==> config.mk <==
export PLATFORM = sky130hd
export DESIGN_NAME = pc_sequencer_flat
export DESIGN_NICKNAME = d
export VERILOG_FILES = /design/src/rtl/pc_sequencer_pkg.sv /design/src/rtl/pc_sequencer_if.sv /design/src/rtl/pc_sequencer_ras_stack.sv /design/src/rtl/pc_sequencer.sv /design/src/flat_wrapper.sv
export SDC_FILE = /design/constraint.sdc
export NUM_CORES = 1
export LEC_CHECK = 0
export BUFFER_PORTS_ARGS = -buffer_cell sky130_fd_sc_hd__buf_2
export CAP_MARGIN = 20
export CORE_MARGIN = 4
export CORE_UTILIZATION = 50
export DETAILED_ROUTE_END_ITERATION = 10
export PLACE_DENSITY = 0.84
export SYNTH_ARGS = -nofsm -noshare
export SYNTH_HDL_FRONTEND = slang
export SYNTH_SLANG_ARGS = --single-unit
==> constraint.sdc <==
create_clock -name i_CLK -period 1.8 [get_ports i_CLK]
set_clock_uncertainty 0.1 [all_clocks]
set_input_delay 0.36 -clock i_CLK [delete_from_list [all_inputs] [get_ports i_CLK]]
set_output_delay 0.36 -clock i_CLK [all_outputs]
set_load 0.02 [all_outputs]
==> src/rtl/pc_sequencer_pkg.sv <==
// pc_pkg: shared types and helpers for the program-counter sequencer.
//   redirect_e   - which redirect (if any) acts this cycle
//   sel_redirect - fixed-priority select RET > CALL > JUMP > BRANCH
//   ERR_OVF/UNF  - bit positions inside the sticky o_ERR vector
package pc_pkg;

  typedef enum logic [2:0] {
    NONE,
    BRANCH,
    JUMP,
    CALL,
    RET
  } redirect_e;

  localparam int ERR_OVF = 0;
  localparam int ERR_UNF = 1;

  // Only the winning request survives; losers lose their side effects too.
  function automatic redirect_e sel_redirect(input logic ret, input logic call,
                                             input logic jump, input logic branch);
    if (ret)         return RET;
    else if (call)   return CALL;
    else if (jump)   return JUMP;
    else if (branch) return BRANCH;
    else             return NONE;
  endfunction

endpackage

==> src/rtl/pc_sequencer_if.sv <==
// pc_sequencer_if: redirect inputs, fetch handshake and status outputs of the
// sequencer. Names are from the sequencer's point of view (i_ in, o_ out).
//   slave  - the sequencer itself
//   master - decode/branch-resolve plus the fetch port driving it
interface pc_sequencer_if #(
  parameter int ADDR_W = 8
);
  logic              i_PC_READY;
  logic              i_JUMP;
  logic              i_BRANCH;
  logic              i_CALL;
  logic              i_RET;
  logic [ADDR_W-1:0] i_TARGET;
  logic [ADDR_W-1:0] i_OFFSET;
  logic [ADDR_W-1:0] o_PC;
  logic              o_PC_VALID;
  logic              o_RAS_EMPTY;
  logic              o_RAS_FULL;
  logic [1:0]        o_ERR;

  modport slave (
    input  i_PC_READY, i_JUMP, i_BRANCH, i_CALL, i_RET, i_TARGET, i_OFFSET,
    output o_PC, o_PC_VALID, o_RAS_EMPTY, o_RAS_FULL, o_ERR
  );

  modport master (
    output i_PC_READY, i_JUMP, i_BRANCH, i_CALL, i_RET, i_TARGET, i_OFFSET,
    input  o_PC, o_PC_VALID, o_RAS_EMPTY, o_RAS_FULL, o_ERR
  );
endinterface

==> src/rtl/pc_sequencer_ras_stack.sv <==
// ras_stack: return-address stack as a circular buffer.
//   i_CLK, i_RST   clock, synchronous active-high reset
//   i_PUSH, i_DATA push i_DATA as the newest entry
//   i_POP          drop the newest entry (o_TOP is the value being popped)
//   o_TOP          newest entry
//   o_EMPTY/o_FULL count == 0 / count == RAS_DEPTH
//   o_OVF/o_UNF    single-cycle pulses: push while full / pop while empty
// A push while full overwrites the oldest slot, which is exactly the slot
// after the top pointer, so the count simply saturates.
module ras_stack #(
  parameter int ADDR_W    = 8,
  parameter int RAS_DEPTH = 4
) (
  input  logic              i_CLK,
  input  logic              i_RST,
  input  logic              i_PUSH,
  input  logic              i_POP,
  input  logic [ADDR_W-1:0] i_DATA,
  output logic [ADDR_W-1:0] o_TOP,
  output logic              o_EMPTY,
  output logic              o_FULL,
  output logic              o_OVF,
  output logic              o_UNF
);
  localparam int PTR_W = (RAS_DEPTH > 1) ? $clog2(RAS_DEPTH) : 1;
  localparam int CNT_W = $clog2(RAS_DEPTH + 1);
  localparam logic [PTR_W-1:0] PTR_MAX = PTR_W'(RAS_DEPTH - 1);
  localparam logic [CNT_W-1:0] CNT_MAX = CNT_W'(RAS_DEPTH);

  logic [ADDR_W-1:0] r_mem [RAS_DEPTH];
  logic [PTR_W-1:0]  r_top;
  logic [CNT_W-1:0]  r_cnt;
  logic [PTR_W-1:0]  w_top_inc;
  logic [PTR_W-1:0]  w_top_dec;

  // Explicit wrap so non-power-of-two depths work.
  assign w_top_inc = (r_top == PTR_MAX) ? '0 : r_top + PTR_W'(1);
  assign w_top_dec = (r_top == '0) ? PTR_MAX : r_top - PTR_W'(1);

  assign o_EMPTY = (r_cnt == '0);
  assign o_FULL  = (r_cnt == CNT_MAX);
  assign o_TOP   = r_mem[r_top];
  assign o_OVF   = i_PUSH && o_FULL;
  assign o_UNF   = i_POP && !i_PUSH && o_EMPTY;

  always_ff @(posedge i_CLK) begin
    if (i_RST) begin
      r_top <= '0;
      r_cnt <= '0;
    end else if (i_PUSH) begin
      r_top <= w_top_inc;
      if (!o_FULL) r_cnt <= r_cnt + CNT_W'(1);
    end else if (i_POP && !o_EMPTY) begin
      r_top <= w_top_dec;
      r_cnt <= r_cnt - CNT_W'(1);
    end
  end

  // Storage carries no reset; the count alone says what is meaningful.
  always_ff @(posedge i_CLK) begin
    if (!i_RST && i_PUSH) r_mem[w_top_inc] <= i_DATA;
  end

endmodule

==> src/rtl/pc_sequencer.sv <==
// pc_sequencer: instruction fetch-address generator.
//   i_CLK, i_RST  clock, synchronous active-high reset
//   bus (slave)   redirects (JUMP/BRANCH/CALL/RET, TARGET, OFFSET), fetch
//                 handshake (o_PC/o_PC_VALID/i_PC_READY), RAS status and
//                 sticky error flags (bit ERR_OVF, bit ERR_UNF)
// Redirects win over the handshake: the pending address is dropped even if
// the fetch port never accepted it.
module pc_sequencer
  import pc_pkg::*;
#(
  parameter int                 ADDR_W       = 8,
  parameter int                 RAS_DEPTH    = 4,
  parameter logic [ADDR_W-1:0]  RESET_VECTOR = '0
) (
  input logic                i_CLK,
  input logic                i_RST,
  pc_sequencer_if.slave      bus
);
  logic [ADDR_W-1:0] r_pc;
  logic              r_vld;
  logic [1:0]        r_err;

  redirect_e         w_sel;
  logic [ADDR_W-1:0] w_pc_inc;
  logic [ADDR_W-1:0] w_pc_nxt;
  logic              w_push;
  logic              w_pop;
  logic [ADDR_W-1:0] w_ras_top;
  logic              w_ras_empty;
  logic              w_ras_full;
  logic              w_ovf;
  logic              w_unf;

  assign w_sel    = sel_redirect(bus.i_RET, bus.i_CALL, bus.i_JUMP, bus.i_BRANCH);
  assign w_pc_inc = r_pc + ADDR_W'(1);
  assign w_push   = (w_sel == CALL) && !i_RST;
  assign w_pop    = (w_sel == RET) && !i_RST;

  ras_stack #(
    .ADDR_W    (ADDR_W),
    .RAS_DEPTH (RAS_DEPTH)
  ) u_ras (
    .i_CLK   (i_CLK),
    .i_RST   (i_RST),
    .i_PUSH  (w_push),
    .i_POP   (w_pop),
    .i_DATA  (w_pc_inc),
    .o_TOP   (w_ras_top),
    .o_EMPTY (w_ras_empty),
    .o_FULL  (w_ras_full),
    .o_OVF   (w_ovf),
    .o_UNF   (w_unf)
  );

  always_comb begin
    w_pc_nxt = r_pc;
    unique case (w_sel)
      RET:         w_pc_nxt = w_ras_empty ? RESET_VECTOR : w_ras_top;
      CALL, JUMP:  w_pc_nxt = bus.i_TARGET;
      BRANCH:      w_pc_nxt = r_pc + bus.i_OFFSET;
      default:     if (r_vld && bus.i_PC_READY) w_pc_nxt = w_pc_inc;
    endcase
  end

  always_ff @(posedge i_CLK) begin
    if (i_RST) begin
      r_pc  <= RESET_VECTOR;
      r_vld <= 1'b0;
      r_err <= 2'b00;
    end else begin
      r_pc           <= w_pc_nxt;
      r_vld          <= 1'b1;
      r_err[ERR_OVF] <= r_err[ERR_OVF] | w_ovf;
      r_err[ERR_UNF] <= r_err[ERR_UNF] | w_unf;
    end
  end

  assign bus.o_PC        = r_pc;
  assign bus.o_PC_VALID  = r_vld;
  assign bus.o_RAS_EMPTY = w_ras_empty;
  assign bus.o_RAS_FULL  = w_ras_full;
  assign bus.o_ERR       = r_err;

endmodule

==> src/flat_wrapper.sv <==
// flat-port wrapper written by rule: the top's interface ports become plain ports
module pc_sequencer_flat import pc_pkg::*;
#(
  parameter int                 ADDR_W       = 8,
  parameter int                 RAS_DEPTH    = 4,
  parameter logic [ADDR_W-1:0]  RESET_VECTOR = '0
)
  (i_CLK, i_RST, bus_i_PC_READY, bus_i_JUMP, bus_i_BRANCH, bus_i_CALL, bus_i_RET, bus_i_TARGET, bus_i_OFFSET, bus_o_PC, bus_o_PC_VALID, bus_o_RAS_EMPTY, bus_o_RAS_FULL, bus_o_ERR);
  pc_sequencer_if #(.ADDR_W(ADDR_W)) bus_i ();
  input logic i_CLK;
  input logic i_RST;
  input wire logic [$bits(bus_i.i_PC_READY)-1:0] bus_i_PC_READY;
  input wire logic [$bits(bus_i.i_JUMP)-1:0] bus_i_JUMP;
  input wire logic [$bits(bus_i.i_BRANCH)-1:0] bus_i_BRANCH;
  input wire logic [$bits(bus_i.i_CALL)-1:0] bus_i_CALL;
  input wire logic [$bits(bus_i.i_RET)-1:0] bus_i_RET;
  input wire logic [$bits(bus_i.i_TARGET)-1:0] bus_i_TARGET;
  input wire logic [$bits(bus_i.i_OFFSET)-1:0] bus_i_OFFSET;
  output wire logic [$bits(bus_i.o_PC)-1:0] bus_o_PC;
  output wire logic [$bits(bus_i.o_PC_VALID)-1:0] bus_o_PC_VALID;
  output wire logic [$bits(bus_i.o_RAS_EMPTY)-1:0] bus_o_RAS_EMPTY;
  output wire logic [$bits(bus_i.o_RAS_FULL)-1:0] bus_o_RAS_FULL;
  output wire logic [$bits(bus_i.o_ERR)-1:0] bus_o_ERR;
  assign bus_i.i_PC_READY = bus_i_PC_READY;
  assign bus_i.i_JUMP = bus_i_JUMP;
  assign bus_i.i_BRANCH = bus_i_BRANCH;
  assign bus_i.i_CALL = bus_i_CALL;
  assign bus_i.i_RET = bus_i_RET;
  assign bus_i.i_TARGET = bus_i_TARGET;
  assign bus_i.i_OFFSET = bus_i_OFFSET;
  assign bus_o_PC = bus_i.o_PC;
  assign bus_o_PC_VALID = bus_i.o_PC_VALID;
  assign bus_o_RAS_EMPTY = bus_i.o_RAS_EMPTY;
  assign bus_o_RAS_FULL = bus_i.o_RAS_FULL;
  assign bus_o_ERR = bus_i.o_ERR;
  pc_sequencer #(.ADDR_W(ADDR_W), .RAS_DEPTH(RAS_DEPTH), .RESET_VECTOR(RESET_VECTOR)) u_core (.i_CLK(i_CLK), .i_RST(i_RST), .bus(bus_i));
endmodule
==> run summary <==
Run status - complete, but fails checks
Failing checks - setup timing
Pwr Density - 1105 nW/um^2
Drt pass-1 iters - 5
Endpoints failing setup - 5
Synth Net Count - 270
Total length of routed wires - 6836 um
Seq/Total Area, Yosys - 48.98%
WL/cell - 18.43 um
Async SR Flop Fraction - 0%
Largest net degree at the start of global routing - 18
Buf+Inv Stages, Crit Path - 2
CP arrival - 2.01 ns
Global-route wire length before repair - 10600 um
Final #Nets - 338
Congestion Overflow GR - 0
Sequential Area - 1335 sq um
Diodes inserted - 0
Area of the multi-input gates - 1368 sq um
Post-route cell area - 3433 sq um
Ratio of cells with drive above 1 in the final layout - 37.87%
Final setup margin - -0.1229 ns
Clock transition at path regs - 0.09 ns
Ys flop type - edfxtp_1
CP max FO - 2
CTS Buf Count - 5
Slew Limit Fails - 0
Worst slew pin tran - 0.3573 ns
Total power - 0.003794 W
Clock H-tree levels - 2
Non-Filler Instances - 371
Clk sinks - 50
Worst Hold Depth - 3
Clock power share - 21.0%
Maximum clock path buffer count - 2
Setup crit start kind - register
IO buf count - 35
Combinational share of power - 38.2%
DP Area - 3241 sq um
Overall routing resource usage - 21.44%
Row Count - 26
Critical Path Stages - 8
Area of the die - 6634 sq um
Sequential power share - 40.8%
Post-DRT Antenna Nets - 0
Vias - 2155
RSZ-0062 raised after global routing - yes
Gate count of the mapped netlist - 232
Clock Tree Root - clkbuf_8
DIE WIDTH - 81.45 um
R2r setup slk - -0.12 ns
Die height - 81.45 um
Critical path data required time - 1.88 ns
Reg2reg path depth - 8
Post-layout util - 66.38%
Slew margin rel. - 76.01%
Initial Util - 52.15%
Syn Area/Cell - 11.63 sq um
Vias in the first global route - 2245
Initial drt markers - 228
#FFs+latches synth - 50
Leakage - 1.362 nW
CP peak stage delay - 0.37 ns
Net Sw Power - 0.001305 W
Peak supply drop - 831.0 uV
Hold Path Class - in2reg
Placed insts - 360
Max-Cap Viols - 0
Dpl hpwl - 4970 um
Crit path kind - reg2reg
Cell Chain, Critical Path - ha_4, buf_4, buf_6, a211oi_4, o21ai_1, a31oi_1, mux2i_1, a221oi_2
Worst hold slack - 0.2747 ns
Fill cell count - 377
Post-CTS Hold Fix Bufs - 0
Layout area overhead - 27.27%
F_max - 520.1 MHz
Crit path time final - 1.923 ns
Final Cycle Share - 106.8%
Post-route DRC - 0
DR vias/cell - 5.809
Worst path slowest cell - dfxtp_4
Core area - 5172 sq um
Yosys warns - 0
Synthesized area - 2698 sq um
P_int - 0.002489 W
CTS tree - done
CP endpoint kind - register
Hold Fails Final Rpt - 0
Clk_lat worst skew - 0.30 ns
Top Family by Delay on Critical Path - compound AO/OA/AOI/OAI gates
EDFF count, synth - 32
Antenna violations before repair - 0
Routability cong. - 0.8959
Yosys cell types - 46
Sw Ratio - 34.40%
Top-Level Pins - 36
area by class of cell:
class | instances | share of cell area, %
multi-input cells | 164 | 39.83
clock inverters | 3 | 1.239
clock buffers | 5 | 2.004
flip-flops and latches | 50 | 38.88
inverters | 8 | 0.9475
repair buffers | 71 | 14.54
well taps | 70 | 2.551
sequential cells by signal (all words and copies together) (netlist names), named ones only:
name and flops:
u_core.u_ras.r_top 2, u_core.bus.o_PC 8, u_core.bus.o_PC_VALID 1, u_core.u_ras.r_mem 32, u_core.u_ras.r_cnt 3, u_core.bus.o_ERR 2
worst min-delay path, stage by stage:
cell and delay (ns):
buf_2 0.08, inv_1 0.04, buf_4 0.14
kinds of logic after synthesis:
logic type | share of synthesized area, %
AOI/OAI and AO/OA | 12.71
xor gates and xnor gates | 5.195
adders and majority gates | 7.514
buffers and inverters | 3.432
DFF | 48.98
muxes | 7.792
and+or+nand+nor | 14.38
power by group through the flow:
stage	clock, W	sequential, W	combinational [W]
after floorplan	0	0.00160	0.000832
after CTS	0.000802	0.00153	0.00139
after global placement	0	0.00155	0.00130
after global routing	0.000863	0.00157	0.00158
after detailed placement	0	0.00156	0.00135
final	0.000797	0.00155	0.00145
synth_stat cells, drive strengths merged (7+ instances only):
master / instances / area [sq um]
mux4: 8 / 180.2
ha: 13 / 162.7
dfxtp: 18 / 360.4
nand2: 12 / 45.04
o21ai: 14 / 73.82
nand3: 7 / 45.04
xor2: 7 / 61.31
inv: 8 / 30.03
edfxtp: 32 / 960.9
nor2: 21 / 86.33
xnor2: 9 / 78.83
a21oi: 16 / 80.08
per-stage QoR:
step                      setup slack, ns  TNS (ns)
after detailed placement          -0.2292    -1.029
after CTS                        -0.09438   -0.2077
after global placement            -0.1855   -0.7124
after global routing              -0.2072   -0.8280
after floorplan                  -0.09744   -0.1680
final                             -0.1229   -0.3868
cell usage in the layout, fill, tap and decap left out, types with 6 or more instances in the layout:
cell type  netlist  routed
a21oi_1         16      15
buf_2            2      35
buf_4            0      31
dfxtp_1         18      13
edfxtp_1        32      32
ha_1            13      10
inv_1            7       7
mux4_2           8       8
nand2_1         12      12
nor2_1          20      19
o21ai_0         13       9
xnor2_1          9       9
xor2_1           7       6
layer usage:
metal	up-vias	GRT usage, %	part of all wire (%)	wire (um)
met4	0	6.419	2.1	145
met3	15	4.715	6.1	418
met1	1043	24.63	38	2628
met2	90	39.58	53	3644
li1	1007	-	-	-
met5	-	0	0	0
path summary, 6_finish.rpt:
path                                               to                start
worst max-delay path               u_core.bus.o_PC[7]   u_core.bus.o_PC[0]
worst min-delay path            u_core.bus.o_PC_VALID                i_RST
worst max register to register     u_core.bus.o_PC[7]   u_core.bus.o_PC[0]
worst min register to register    u_core.bus.o_ERR[1]  u_core.bus.o_ERR[1]
what timing repair did:
item	4_1_cts	5_1_grt
gates resized for setup	6	7
pin swaps	7	7
setup buffers	1	2
endpoints found under the setup margin	5	7
Note: power is estimated with default switching activity, not from simulation.
